### src/rtl/pce_capture_pkg.sv
// rtl/pce_capture_pkg.sv - shared types, FSM states and CRC helper for the PCE frame capture block
package pce_capture_pkg;

  typedef struct packed {
    logic [2:0] r;
    logic [2:0] g;
    logic [2:0] b;
  } rgb333_t;

  typedef enum logic [2:0] {
    S_IDLE  = 3'd0,
    S_VSKIP = 3'd1,
    S_HSKIP = 3'd2,
    S_CAPT  = 3'd3,
    S_HWAIT = 3'd4
  } capt_state_t;

  localparam logic [15:0] CRC16_POLY = 16'h1021;
  localparam logic [15:0] CRC16_INIT = 16'hFFFF;

  // One pixel zero-extended to 16 bits, shifted in MSB first.
  function automatic logic [15:0] crc16_pixel(input logic [15:0] crc, input rgb333_t px);
    logic [15:0] c;
    logic [15:0] w;
    c = crc;
    w = {7'b0, px};
    for (int i = 15; i >= 0; i--) begin
      if (c[15] ^ w[i]) c = {c[14:0], 1'b0} ^ CRC16_POLY;
      else              c = {c[14:0], 1'b0};
    end
    return c;
  endfunction

endpackage

### src/rtl/capture_fifo.sv
// rtl/capture_fifo.sv - synchronous FIFO with full/empty flags for framebuffer writes
module capture_fifo #(
  parameter int WIDTH = 26,
  parameter int DEPTH = 8
) (
  input  logic             clock,
  input  logic             reset,
  input  logic             i_push,
  input  logic [WIDTH-1:0] i_data,
  input  logic             i_pop,
  output logic [WIDTH-1:0] o_data,
  output logic             o_full,
  output logic             o_empty,
  output logic             o_accept
);

  localparam int AW = $clog2(DEPTH);
  localparam logic [AW:0] FULL_CNT = DEPTH[AW:0];

  logic [WIDTH-1:0] r_mem [DEPTH];
  logic [AW-1:0]    r_wptr;
  logic [AW-1:0]    r_rptr;
  logic [AW:0]      r_count;
  logic             w_rd;
  logic             w_wr;

  assign o_empty  = (r_count == '0);
  assign o_full   = (r_count == FULL_CNT);
  assign w_rd     = i_pop & ~o_empty;
  // A pop frees a slot in the same cycle, so a full FIFO still accepts.
  assign w_wr     = i_push & (~o_full | w_rd);
  assign o_accept = w_wr;
  assign o_data   = r_mem[r_rptr];

  always_ff @(posedge clock) begin
    if (w_wr) r_mem[r_wptr] <= i_data;
  end

  always_ff @(posedge clock) begin
    if (reset) begin
      r_wptr  <= '0;
      r_rptr  <= '0;
      r_count <= '0;
    end else begin
      if (w_wr) r_wptr <= r_wptr + 1'b1;
      if (w_rd) r_rptr <= r_rptr + 1'b1;
      case ({w_wr, w_rd})
        2'b10:   r_count <= r_count + 1'b1;
        2'b01:   r_count <= r_count - 1'b1;
        default: r_count <= r_count;
      endcase
    end
  end

endmodule

### src/rtl/pce_frame_capture.sv
// rtl/pce_frame_capture.sv - crops the VCE RGB333 stream into framebuffer writes
// Optional frame CRC output enabled by macro PCE_CAPTURE_CRC_EN.
module pce_frame_capture
  import pce_capture_pkg::*;
#(
  parameter int H_START    = 64,
  parameter int H_ACTIVE   = 256,
  parameter int V_START    = 20,
  parameter int V_ACTIVE   = 240,
  parameter int FB_STRIDE  = 256,
  parameter int FB_AW      = 17,
  parameter int FIFO_DEPTH = 8
) (
  input  logic             clock,
  input  logic             reset,
  input  logic             clock_en,
  input  logic [2:0]       VIDEO_R,
  input  logic [2:0]       VIDEO_G,
  input  logic [2:0]       VIDEO_B,
  input  logic             HSYNC_n,
  input  logic             VSYNC_n,
  output logic             fb_valid,
  input  logic             fb_ready,
  output logic [FB_AW-1:0] fb_addr,
  output logic [8:0]       fb_data,
  output logic             frame_done,
  output logic             frame_overflow,
  output logic             busy
`ifdef PCE_CAPTURE_CRC_EN
  ,
  output logic [15:0]      frame_crc
`endif
);

  localparam int CW = 16;
  localparam logic [CW-1:0]    LP_H_START  = CW'(H_START);
  localparam logic [CW-1:0]    LP_H_LAST   = CW'(H_ACTIVE - 1);
  localparam logic [CW-1:0]    LP_V_START  = CW'(V_START);
  localparam logic [CW-1:0]    LP_V_ACTIVE = CW'(V_ACTIVE);
  localparam logic [FB_AW-1:0] LP_STRIDE   = FB_AW'(FB_STRIDE);

  logic r_hs, r_hs_d, r_vs, r_vs_d;
  logic w_hfall, w_vfall;

  capt_state_t      r_state, w_state_nxt;
  logic [CW-1:0]    r_vline, w_vline_nxt;
  logic [CW-1:0]    r_hcnt, w_hcnt_nxt;
  logic [CW-1:0]    r_col, w_col_nxt;
  logic [CW-1:0]    r_line_cnt, w_line_nxt;
  logic [FB_AW-1:0] r_base_addr, w_base_nxt;
  logic             w_push;
  logic             w_frame_end;

  logic r_frame_done, r_frame_overflow, r_ovf_latch;

  rgb333_t              w_pix;
  logic [FB_AW-1:0]     w_pix_addr;
  logic [FB_AW+8:0]     w_head;
  logic                 w_full, w_empty, w_accept, w_drop;

  assign w_hfall    = r_hs_d & ~r_hs;
  assign w_vfall    = r_vs_d & ~r_vs;
  assign w_pix      = '{r: VIDEO_R, g: VIDEO_G, b: VIDEO_B};
  assign w_pix_addr = r_base_addr + FB_AW'(r_col);
  assign w_drop     = w_push & ~w_accept;

  always_ff @(posedge clock) begin
    if (reset) begin
      r_hs   <= 1'b1;
      r_hs_d <= 1'b1;
      r_vs   <= 1'b1;
      r_vs_d <= 1'b1;
    end else begin
      r_hs   <= HSYNC_n;
      r_hs_d <= r_hs;
      r_vs   <= VSYNC_n;
      r_vs_d <= r_vs;
    end
  end

  always_comb begin
    w_state_nxt = r_state;
    w_vline_nxt = r_vline;
    w_hcnt_nxt  = r_hcnt;
    w_col_nxt   = r_col;
    w_line_nxt  = r_line_cnt;
    w_base_nxt  = r_base_addr;
    w_push      = 1'b0;
    w_frame_end = 1'b0;
    if (w_vfall) begin
      w_frame_end = (r_state != S_IDLE);
      w_line_nxt  = '0;
      w_base_nxt  = '0;
      w_vline_nxt = '0;
      w_hcnt_nxt  = '0;
      w_col_nxt   = '0;
      w_state_nxt = (V_START == 0) ? S_HSKIP : S_VSKIP;
    end else begin
      case (r_state)
        S_IDLE: begin
          w_state_nxt = S_IDLE;
        end
        S_VSKIP: begin
          if (w_hfall) begin
            w_vline_nxt = r_vline + 1'b1;
            if (r_vline + 1'b1 == LP_V_START) begin
              w_state_nxt = S_HSKIP;
              w_col_nxt   = '0;
              w_hcnt_nxt  = '0;
            end
          end
        end
        S_HSKIP, S_CAPT, S_HWAIT: begin
          if (w_hfall) begin
            // Once the window is complete, further lines are ignored until vfall.
            if (r_line_cnt != LP_V_ACTIVE) begin
              w_line_nxt  = r_line_cnt + 1'b1;
              w_base_nxt  = r_base_addr + LP_STRIDE;
              w_col_nxt   = '0;
              w_hcnt_nxt  = '0;
              w_state_nxt = (r_line_cnt + 1'b1 == LP_V_ACTIVE) ? S_HWAIT : S_HSKIP;
            end
          end else if (clock_en) begin
            if (r_state == S_CAPT || (r_state == S_HSKIP && H_START == 0)) begin
              w_push      = 1'b1;
              w_col_nxt   = r_col + 1'b1;
              w_state_nxt = (r_col == LP_H_LAST) ? S_HWAIT : S_CAPT;
            end else if (r_state == S_HSKIP) begin
              w_hcnt_nxt = r_hcnt + 1'b1;
              if (r_hcnt + 1'b1 == LP_H_START) w_state_nxt = S_CAPT;
            end
          end
        end
        default: begin
          w_state_nxt = S_IDLE;
        end
      endcase
    end
  end

  always_ff @(posedge clock) begin
    if (reset) begin
      r_state          <= S_IDLE;
      r_vline          <= '0;
      r_hcnt           <= '0;
      r_col            <= '0;
      r_line_cnt       <= '0;
      r_base_addr      <= '0;
      r_frame_done     <= 1'b0;
      r_frame_overflow <= 1'b0;
      r_ovf_latch      <= 1'b0;
    end else begin
      r_state      <= w_state_nxt;
      r_vline      <= w_vline_nxt;
      r_hcnt       <= w_hcnt_nxt;
      r_col        <= w_col_nxt;
      r_line_cnt   <= w_line_nxt;
      r_base_addr  <= w_base_nxt;
      r_frame_done <= w_frame_end;
      // Pushes never happen on a vfall cycle, so no drop can race the latch clear.
      if (w_frame_end) begin
        r_frame_overflow <= r_ovf_latch;
        r_ovf_latch      <= 1'b0;
      end else if (w_drop) begin
        r_ovf_latch <= 1'b1;
      end
    end
  end

  capture_fifo #(
    .WIDTH (FB_AW + 9),
    .DEPTH (FIFO_DEPTH)
  ) u_fifo (
    .clock    (clock),
    .reset    (reset),
    .i_push   (w_push),
    .i_data   ({w_pix_addr, w_pix}),
    .i_pop    (fb_ready),
    .o_data   (w_head),
    .o_full   (w_full),
    .o_empty  (w_empty),
    .o_accept (w_accept)
  );

  assign fb_valid       = ~w_empty;
  assign fb_addr        = fb_valid ? w_head[FB_AW+8:9] : '0;
  assign fb_data        = fb_valid ? w_head[8:0] : '0;
  assign frame_done     = r_frame_done;
  assign frame_overflow = r_frame_overflow;
  assign busy           = (r_state != S_IDLE);

`ifdef PCE_CAPTURE_CRC_EN
  logic [15:0] r_crc_acc;
  logic [15:0] r_frame_crc;

  always_ff @(posedge clock) begin
    if (reset) begin
      r_crc_acc   <= CRC16_INIT;
      r_frame_crc <= '0;
    end else if (w_frame_end) begin
      r_frame_crc <= r_crc_acc;
      r_crc_acc   <= CRC16_INIT;
    end else if (w_accept) begin
      r_crc_acc <= crc16_pixel(r_crc_acc, w_pix);
    end
  end

  assign frame_crc = r_frame_crc;
`endif

endmodule

### config.mk
export PLATFORM = sky130hd
export DESIGN_NAME = pce_frame_capture
export DESIGN_NICKNAME = d
export VERILOG_FILES = /design/src/rtl/pce_capture_pkg.sv /design/src/rtl/capture_fifo.sv /design/src/rtl/pce_frame_capture.sv
export SDC_FILE = /design/constraint.sdc
export NUM_CORES = 1
export LEC_CHECK = 0
export CAP_MARGIN = 20
export CORE_ASPECT_RATIO = 0.75
export CORE_MARGIN = 4
export CORE_UTILIZATION = 50
export DETAILED_ROUTE_END_ITERATION = 8
export PLACE_DENSITY = 0.72
export SKIP_CTS_REPAIR_TIMING = 1
export SLEW_MARGIN = 25
export SYNTH_ARGS = -nofsm -noshare
export SYNTH_HDL_FRONTEND = slang
export SYNTH_SLANG_ARGS = --single-unit
### constraint.sdc
create_clock -name clock -period 9.9 [get_ports clock]
set_clock_uncertainty 0.2 [all_clocks]
set_input_delay 2.475 -clock clock [delete_from_list [all_inputs] [get_ports clock]]
set_output_delay 2.475 -clock clock [all_outputs]
set_load 0.02 [all_outputs]
Yosys cells after proc, flatten, opt, wreduce, memory -nomap -nowiden
Memories as Yosys holds them, arrays and structs flattened. A register that Yosys moved wholly into a read port is not among the register bits.
Index checks and enable logic that the tools add are counted.
Storage, ports and cells
  RAM bits: 208
  logic and storage cells: 116
  bits in registers: 101
  memories kept: 1
Operators by class
  muxes and demuxes: 37
  eq/ne operators: 27
  bitwise operators: 11
  add/sub/neg operators: 10
  reductions and logical operators: 13
Memory list
  u_fifo.r_mem: words 8, width 26, rd ports 1, clocked after memory_dff 1, wr ports 1, RTL line capture_fifo.sv:20  | logic [WIDTH-1:0] r_mem [DEPTH];
Operator list (number)
  2-to-1 mux 16 bit: 10
  adder 16 x 1 -> 16 bit, second input constant: 4
  case mux 16 bit (2 select lines): 2
  2-to-1 mux 3 bit: 12
  == test 16 x 8 -> 1 bit, second input constant: 2
  inequality test 3 bit, second input constant: 7
  AND reduction 6 bit: 3
  adder 17 x 16 -> 17 bit: 1
  adder 17 x 9 -> 17 bit, second input constant: 1
  2-to-1 mux 17 bit: 1
  == test 16 x 5 -> 1 bit, second input constant: 1
  == test 16 x 7 -> 1 bit, second input constant: 1
  inequality test 16 x 8 -> 1 bit, second input constant: 1
  inequality test 4 bit, second input constant: 4
  inequality test 5 bit, second input constant: 2
  2-to-1 mux 1 bit: 9
  2-to-1 mux 9 bit: 1
  case mux 4 bit (2 select lines): 1
  AND reduction 7 bit: 1
  adder 3 x 1 -> 3 bit, second input constant: 2
  == test 3 x 2 -> 1 bit, second input constant: 2
  case mux 3 bit (2 select lines): 1
  AND 1 bit: 5
  inverter 1 bit: 5
  other kinds (16): 19

Logic depth before layout (Yosys ltp)
  depth in word-level cells: 9
  gate-level depth with buffers: 12
  depth with buffers taken out: 11

Hierarchy
Synthesis repeated with hierarchy kept, for this count alone.
Unflattened totals
  cells, all modules: 1028
  area total of the unflattened synthesis: 13878.3 um2
Modules (own cells, without submodules)
  capture_fifo: instances 1, area each 8735.9 um2, sequential area each 6506.2 um2, cells an instance 385
  pce_frame_capture: instances 1, area each 5142.4 um2, sequential area each 1661.6 um2, cells an instance 643

Worst setup path before layout
Ideal clock, no wire load.
  path type: input to register
  from: input port clock_en
  to: memory u_fifo.r_mem[0][0] (enable)
  data required time: 9258 ps
  setup slack: 4040 ps
  buffers on the path: 0
  stages: 4
  arrival: 5218 ps
  library setup time: 442 ps
  cell sequence: nand2_1 nor4_1 nand2b_1 nor3_1
On the way
  word-level cells in the longest chain between the ends: 7
RTL lines
  from (decl): RTL line pce_frame_capture.sv:16  | input logic clock_en,
  2-to-1 mux 1 bit: RTL line pce_frame_capture.sv:123  | end else if (clock_en) begin
  2-to-1 mux 1 bit: RTL line pce_frame_capture.sv:114  | if (w_hfall) begin
  2-to-1 mux 1 bit: RTL line pce_frame_capture.sv:99  | case (r_state)
  2-to-1 mux 1 bit: RTL line pce_frame_capture.sv:90  | if (w_vfall) begin
  AND 1 bit: RTL line capture_fifo.sv:31  | assign w_wr = i_push & (~o_full | w_rd);
  2-to-1 mux 1 bit: RTL line capture_fifo.sv:36  | if (w_wr) r_mem[r_wptr] <= i_data;
  2-to-1 mux 1 bit (not written as such): RTL line capture_fifo.sv:36
  to (decl): RTL line capture_fifo.sv:20
Every way passes these cells.

==> report_table.html <==
<table>
<tr><th>Metric</th><th>Value</th></tr>
<tr><th colspan="2">GRT</th></tr>
<tr><td>Largest net degree at the start of global routing</td><td>62</td></tr>
<tr><td>Grt total ovfl</td><td>0</td></tr>
<tr><td>Global routing usage summed across all routing layers</td><td>17.4%</td></tr>
<tr><td>Number of antenna violations at the first check in global routing</td><td>0</td></tr>
<tr><td>Number of global-route vias before repair</td><td>7791</td></tr>
<tr><td>First-pass GRT wire length</td><td>41.9 mm</td></tr>
<tr><th colspan="2">Pwr</th></tr>
<tr><td>Worst vdd ir</td><td>0.150 mV</td></tr>
<tr><td>Logic gate share of total power</td><td>13.6%</td></tr>
<tr><td>Switching portion of total power</td><td>23.4%</td></tr>
<tr><td>Switching Power</td><td>675 uW</td></tr>
<tr><td>Share of total power in sequential cells</td><td>47.8%</td></tr>
<tr><td>Clock power share</td><td>38.6%</td></tr>
<tr><td>Cell Int Power</td><td>2210 uW</td></tr>
<tr><td>Static Leak</td><td>0.00501 uW</td></tr>
<tr><td>Total chip power</td><td>2880 uW</td></tr>
<tr><td>Areal power density over the cells</td><td>189 nW/um^2</td></tr>
<tr><th colspan="2">Detailed routing</th></tr>
<tr><td>Drt initial violations</td><td>633</td></tr>
<tr><td>Count of TritonRoute iterations in the first routing pass</td><td>5</td></tr>
<tr><td>Remaining design rule violation count</td><td>0</td></tr>
<tr><td>Drt via density</td><td>5.71</td></tr>
<tr><td>Routed wirelength normalized by instance count</td><td>17.8 um</td></tr>
<tr><td>Residual antenna-violating net count after detailed routing</td><td>0</td></tr>
<tr><td>DRT Wirelength</td><td>25.7 mm</td></tr>
<tr><td>Via count of the routed design</td><td>8249</td></tr>
<tr><th colspan="2">Timing</th></tr>
<tr><td>Final worst-path cycle share</td><td>56.8%</td></tr>
<tr><td>Max Clk Rate</td><td>178 MHz</td></tr>
<tr><td>Final hold violation count</td><td>0</td></tr>
<tr><td>Final slew viol count</td><td>0</td></tr>
<tr><td>Shortest period the worst path allows</td><td>5630 ps</td></tr>
<tr><td>Final setup viols</td><td>0</td></tr>
<tr><td>Unrepaired setup endpoints after global routing</td><td>false</td></tr>
<tr><td>Setup Total Neg Slack</td><td>0 ps</td></tr>
<tr><td>Tightest Pin Transition</td><td>1000 ps</td></tr>
<tr><td>Relative slew slack</td><td>33.2%</td></tr>
<tr><th colspan="2">Worst setup path</th></tr>
<tr><td>CP required</td><td>7230 ps</td></tr>
<tr><td>Sort of element at the end of the critical path</td><td>output port</td></tr>
<tr><td>CP Class</td><td>flip-flop to output port</td></tr>
<tr><td>Peak per-stage delay on the critical path</td><td>630 ps</td></tr>
<tr><td>Worst-case reg-to-reg path depth</td><td>9</td></tr>
<tr><td>Top delay family on crit path</td><td>multiplexers</td></tr>
<tr><td>Arrival time worst endpoint</td><td>2950 ps</td></tr>
<tr><td>Logic depth of the worst path, buffers included</td><td>5</td></tr>
<tr><td>R2R Setup Slk</td><td>6170 ps</td></tr>
<tr><td>Maximum fanout count along the critical path</td><td>33</td></tr>
<tr><td>Reg-to-Reg End</td><td>r_hcnt[6]</td></tr>
<tr><td>Cells traversed along the worst timing path</td><td>buf_16 -&gt; mux4_2 -&gt; mux2i_1 -&gt; nor2_1 -&gt; clkdlybuf4s50_1</td></tr>
<tr><td>WP buf/inv</td><td>2</td></tr>
<tr><td>Kind of launch point of the worst setup path</td><td>flip-flop</td></tr>
<tr><td>Slowest stage cell, crit path</td><td>dfxtp_4</td></tr>
<tr><td>Endpoint of the most critical setup path</td><td>fb_addr[6]</td></tr>
<tr><td>Reg2reg start</td><td>r_vline[0]</td></tr>
<tr><th colspan="2">Placed design</th></tr>
<tr><td>Post-DP HPWL</td><td>15.7 mm</td></tr>
<tr><td>RePlAce Congestion</td><td>0.832</td></tr>
<tr><td>Input/output buffers</td><td>44</td></tr>
<tr><th colspan="2">Layout</th></tr>
<tr><td>Area occupied by multi-input gates</td><td>5050 um^2</td></tr>
<tr><td>Final antenna diode count</td><td>0</td></tr>
<tr><td>Filler cell count</td><td>2046</td></tr>
<tr><td>Area used by sequential logic in the layout</td><td>8170 um^2</td></tr>
<tr><td>Fraction of layout instances using a drive strength above 1</td><td>12.6%</td></tr>
<tr><td>Area growth, synth to finish</td><td>13.2%</td></tr>
<tr><td>Post-layout net count</td><td>1118</td></tr>
<tr><th colspan="2">Clock tree</th></tr>
<tr><td>CTS sink cnt</td><td>304</td></tr>
<tr><td>Clock-pin slew of the registers on the worst-case setup and hold paths</td><td>60 ps</td></tr>
<tr><td>H-tree Lvls</td><td>1</td></tr>
<tr><td>TritonCTS buffer count</td><td>29</td></tr>
<tr><td>CTS Root Buffer Type</td><td>clkbuf_16</td></tr>
<tr><td>TritonCTS clock tree</td><td>done</td></tr>
<tr><td>Clock tree buffer depth</td><td>3</td></tr>
<tr><td>Latest clock arrival within the worst-skew pair</td><td>530 ps</td></tr>
<tr><th colspan="2">Synth</th></tr>
<tr><td>Ys Warns</td><td>0</td></tr>
<tr><td>Async set-or-reset flop fraction in the synthesized netlist</td><td>0%</td></tr>
<tr><td>Biggest area contributors in the synthesized netlist</td><td>edfxtp_1, dfxtp_1, mux4_2, nor2_1, mux2i_1</td></tr>
<tr><td>Largest area contributor in the synthesized netlist</td><td>edfxtp_1</td></tr>
<tr><td>Cells after synthesis</td><td>1042</td></tr>
<tr><td>Net count after synthesis</td><td>1080</td></tr>
<tr><td>Area share of the leading cell type in the synthesized netlist</td><td>46.3%</td></tr>
<tr><td>Most instantiated library cell after synthesis</td><td>edfxtp_1</td></tr>
<tr><td>Distinct cells, synth</td><td>64</td></tr>
<tr><td>Most used flip-flop cell after synthesis</td><td>edfxtp_1</td></tr>
<tr><td>Number of enable flip-flop cells after synthesis</td><td>208</td></tr>
<tr><td>Average footprint of a synthesized cell</td><td>13.0 um^2</td></tr>
<tr><td>Most common library cells after synthesis</td><td>edfxtp_1, nor2_1, dfxtp_1</td></tr>
<tr><td>Seq/Total Area, Yosys</td><td>60.5%</td></tr>
<tr><td>Cell Area, Synth</td><td>13500 um^2</td></tr>
<tr><td>Number of synthesized register bits</td><td>304</td></tr>
<tr><th colspan="2">Die</th></tr>
<tr><td>Core region area</td><td>26300 um^2</td></tr>
<tr><td>Die H</td><td>150 um</td></tr>
<tr><td>Overall die area</td><td>29700 um^2</td></tr>
<tr><td>Number of primary I/O pins</td><td>45</td></tr>
<tr><td>Effective utilization at floorplan</td><td>51.4%</td></tr>
<tr><td>Number of standard-cell rows in the floorplan</td><td>51</td></tr>
<tr><td>Die W</td><td>198 um</td></tr>
<tr><th colspan="2">Job</th></tr>
<tr><td>Max-Cap Viols</td><td>0</td></tr>
<tr><th colspan="2">Hold path</th></tr>
<tr><td>Hold WC Path Type</td><td>flip-flop to flip-flop</td></tr>
<tr><th colspan="2">Run status</th></tr>
<tr><td>Result of the run</td><td>complete, no violations</td></tr>
</table>
==> metal layers <==
layer  vias up  wire length [um]  track usage, %
met3        28              1440            2.66
met1      4015             12200            27.0
met2       207             11600            26.3
li1       3999                 -               -
met4         0               380            3.30
met5         -                 0               0
==> flip-flops by register name (all words and copies together) (netlist names), named ones only <==
signal          flops
u_fifo.r_mem      208
r_col              16
r_hcnt             16
r_line_cnt         16
r_vline            16
r_base_addr         9
u_fifo.r_count      4
r_state             3
u_fifo.r_rptr       3
u_fifo.r_wptr       3
frame_done          1
frame_overflow      1
r_hs                1
r_hs_d              1
r_ovf_latch         1
r_vs                1
r_vs_d              1
==> power by group through the flow <==
| stage | combinational, uW | clock (uW) | sequential, uW |
|---|---|---|---|
| 2_1_floorplan | 259 | 0 | 1390 |
| 3_3_place_gp | 365 | 0 | 1430 |
| 4_1_cts | 401 | 1140 | 1380 |
| 3_5_place_dp | 400 | 0 | 1410 |
| 6_report | 393 | 1110 | 1380 |
| 5_1_grt | 427 | 1200 | 1380 |
==> through the flow <==
| stage | cells | instance area (um^2) | hold WS (ps) | utilization [%] | worst slack [ps] |
|---|---|---|---|---|---|
| floorplan | 1042 | 13500 | 232 | - | 4040 |
| global placement | 1392 | 14300 | 251 | 54.4 | 4440 |
| detailed placement | 1393 | 14300 | 246 | 54.5 | 4450 |
| CTS | 1444 | 15300 | 268 | 58.2 | 4180 |
| global route | 1444 | 15300 | 303 | 58.2 | 4040 |
| finish | 1444 | 15300 | 267 | 58.2 | 4270 |
==> worst reg2reg max path: stages, from the launching register on <==
cell	delay, ps
dfxtp_1	430
ha_1	270
nand2_1	210
nor4_4	270
a31oi_1	140
nor4b_2	470
nand2_1	230
a211o_1	650
or4_1	610
a21oi_1	160
==> cell families after synthesis <==
kind of cell    share of synthesized area, %
simple gates                            13.8
flops                                   60.5
compound gates                          5.54
mux                                     11.6
buf+inv                                 2.39
xor+xnor                                3.96
fa+ha+maj                               2.24
==> layout make-up <==
cell class / count / area share (%)
flip-flops and latches: 304 / 53.5
multi-input cells: 660 / 33.0
clock buffers: 32 / 4.82
repair buffers: 59 / 3.75
well taps: 344 / 2.82
clock inverters: 19 / 1.49
inverters: 26 / 0.638
==> worst min path at each step <==
stage	to	start	cells after the start
floorplan	r_hs_d	r_hs	1
global placement	r_vs_d	r_vs	1
detailed placement	r_vs_d	r_vs	1
CTS	r_vs_d	r_vs	1
global route	r_vs_d	r_vs	1
finish	r_vs_d	r_vs	1
==> cell usage in the layout, fill, tap and decap left out, types with 15 or more instances in the layout <==
cell type	n
nor2_1	116
mux4_2	52
xnor2_1	24
mux2i_1	38
clkbuf_16	29
nand4_1	23
nand2_1	67
edfxtp_1	208
o21ai_0	23
ha_1	21
a21oi_1	48
nor4_1	15
clkdlybuf4s50_1	44
nand3_1	27
or4_1	16
xor2_1	37
dfxtp_1	93
inv_1	26
Note: power is estimated with default switching activity, not from simulation.
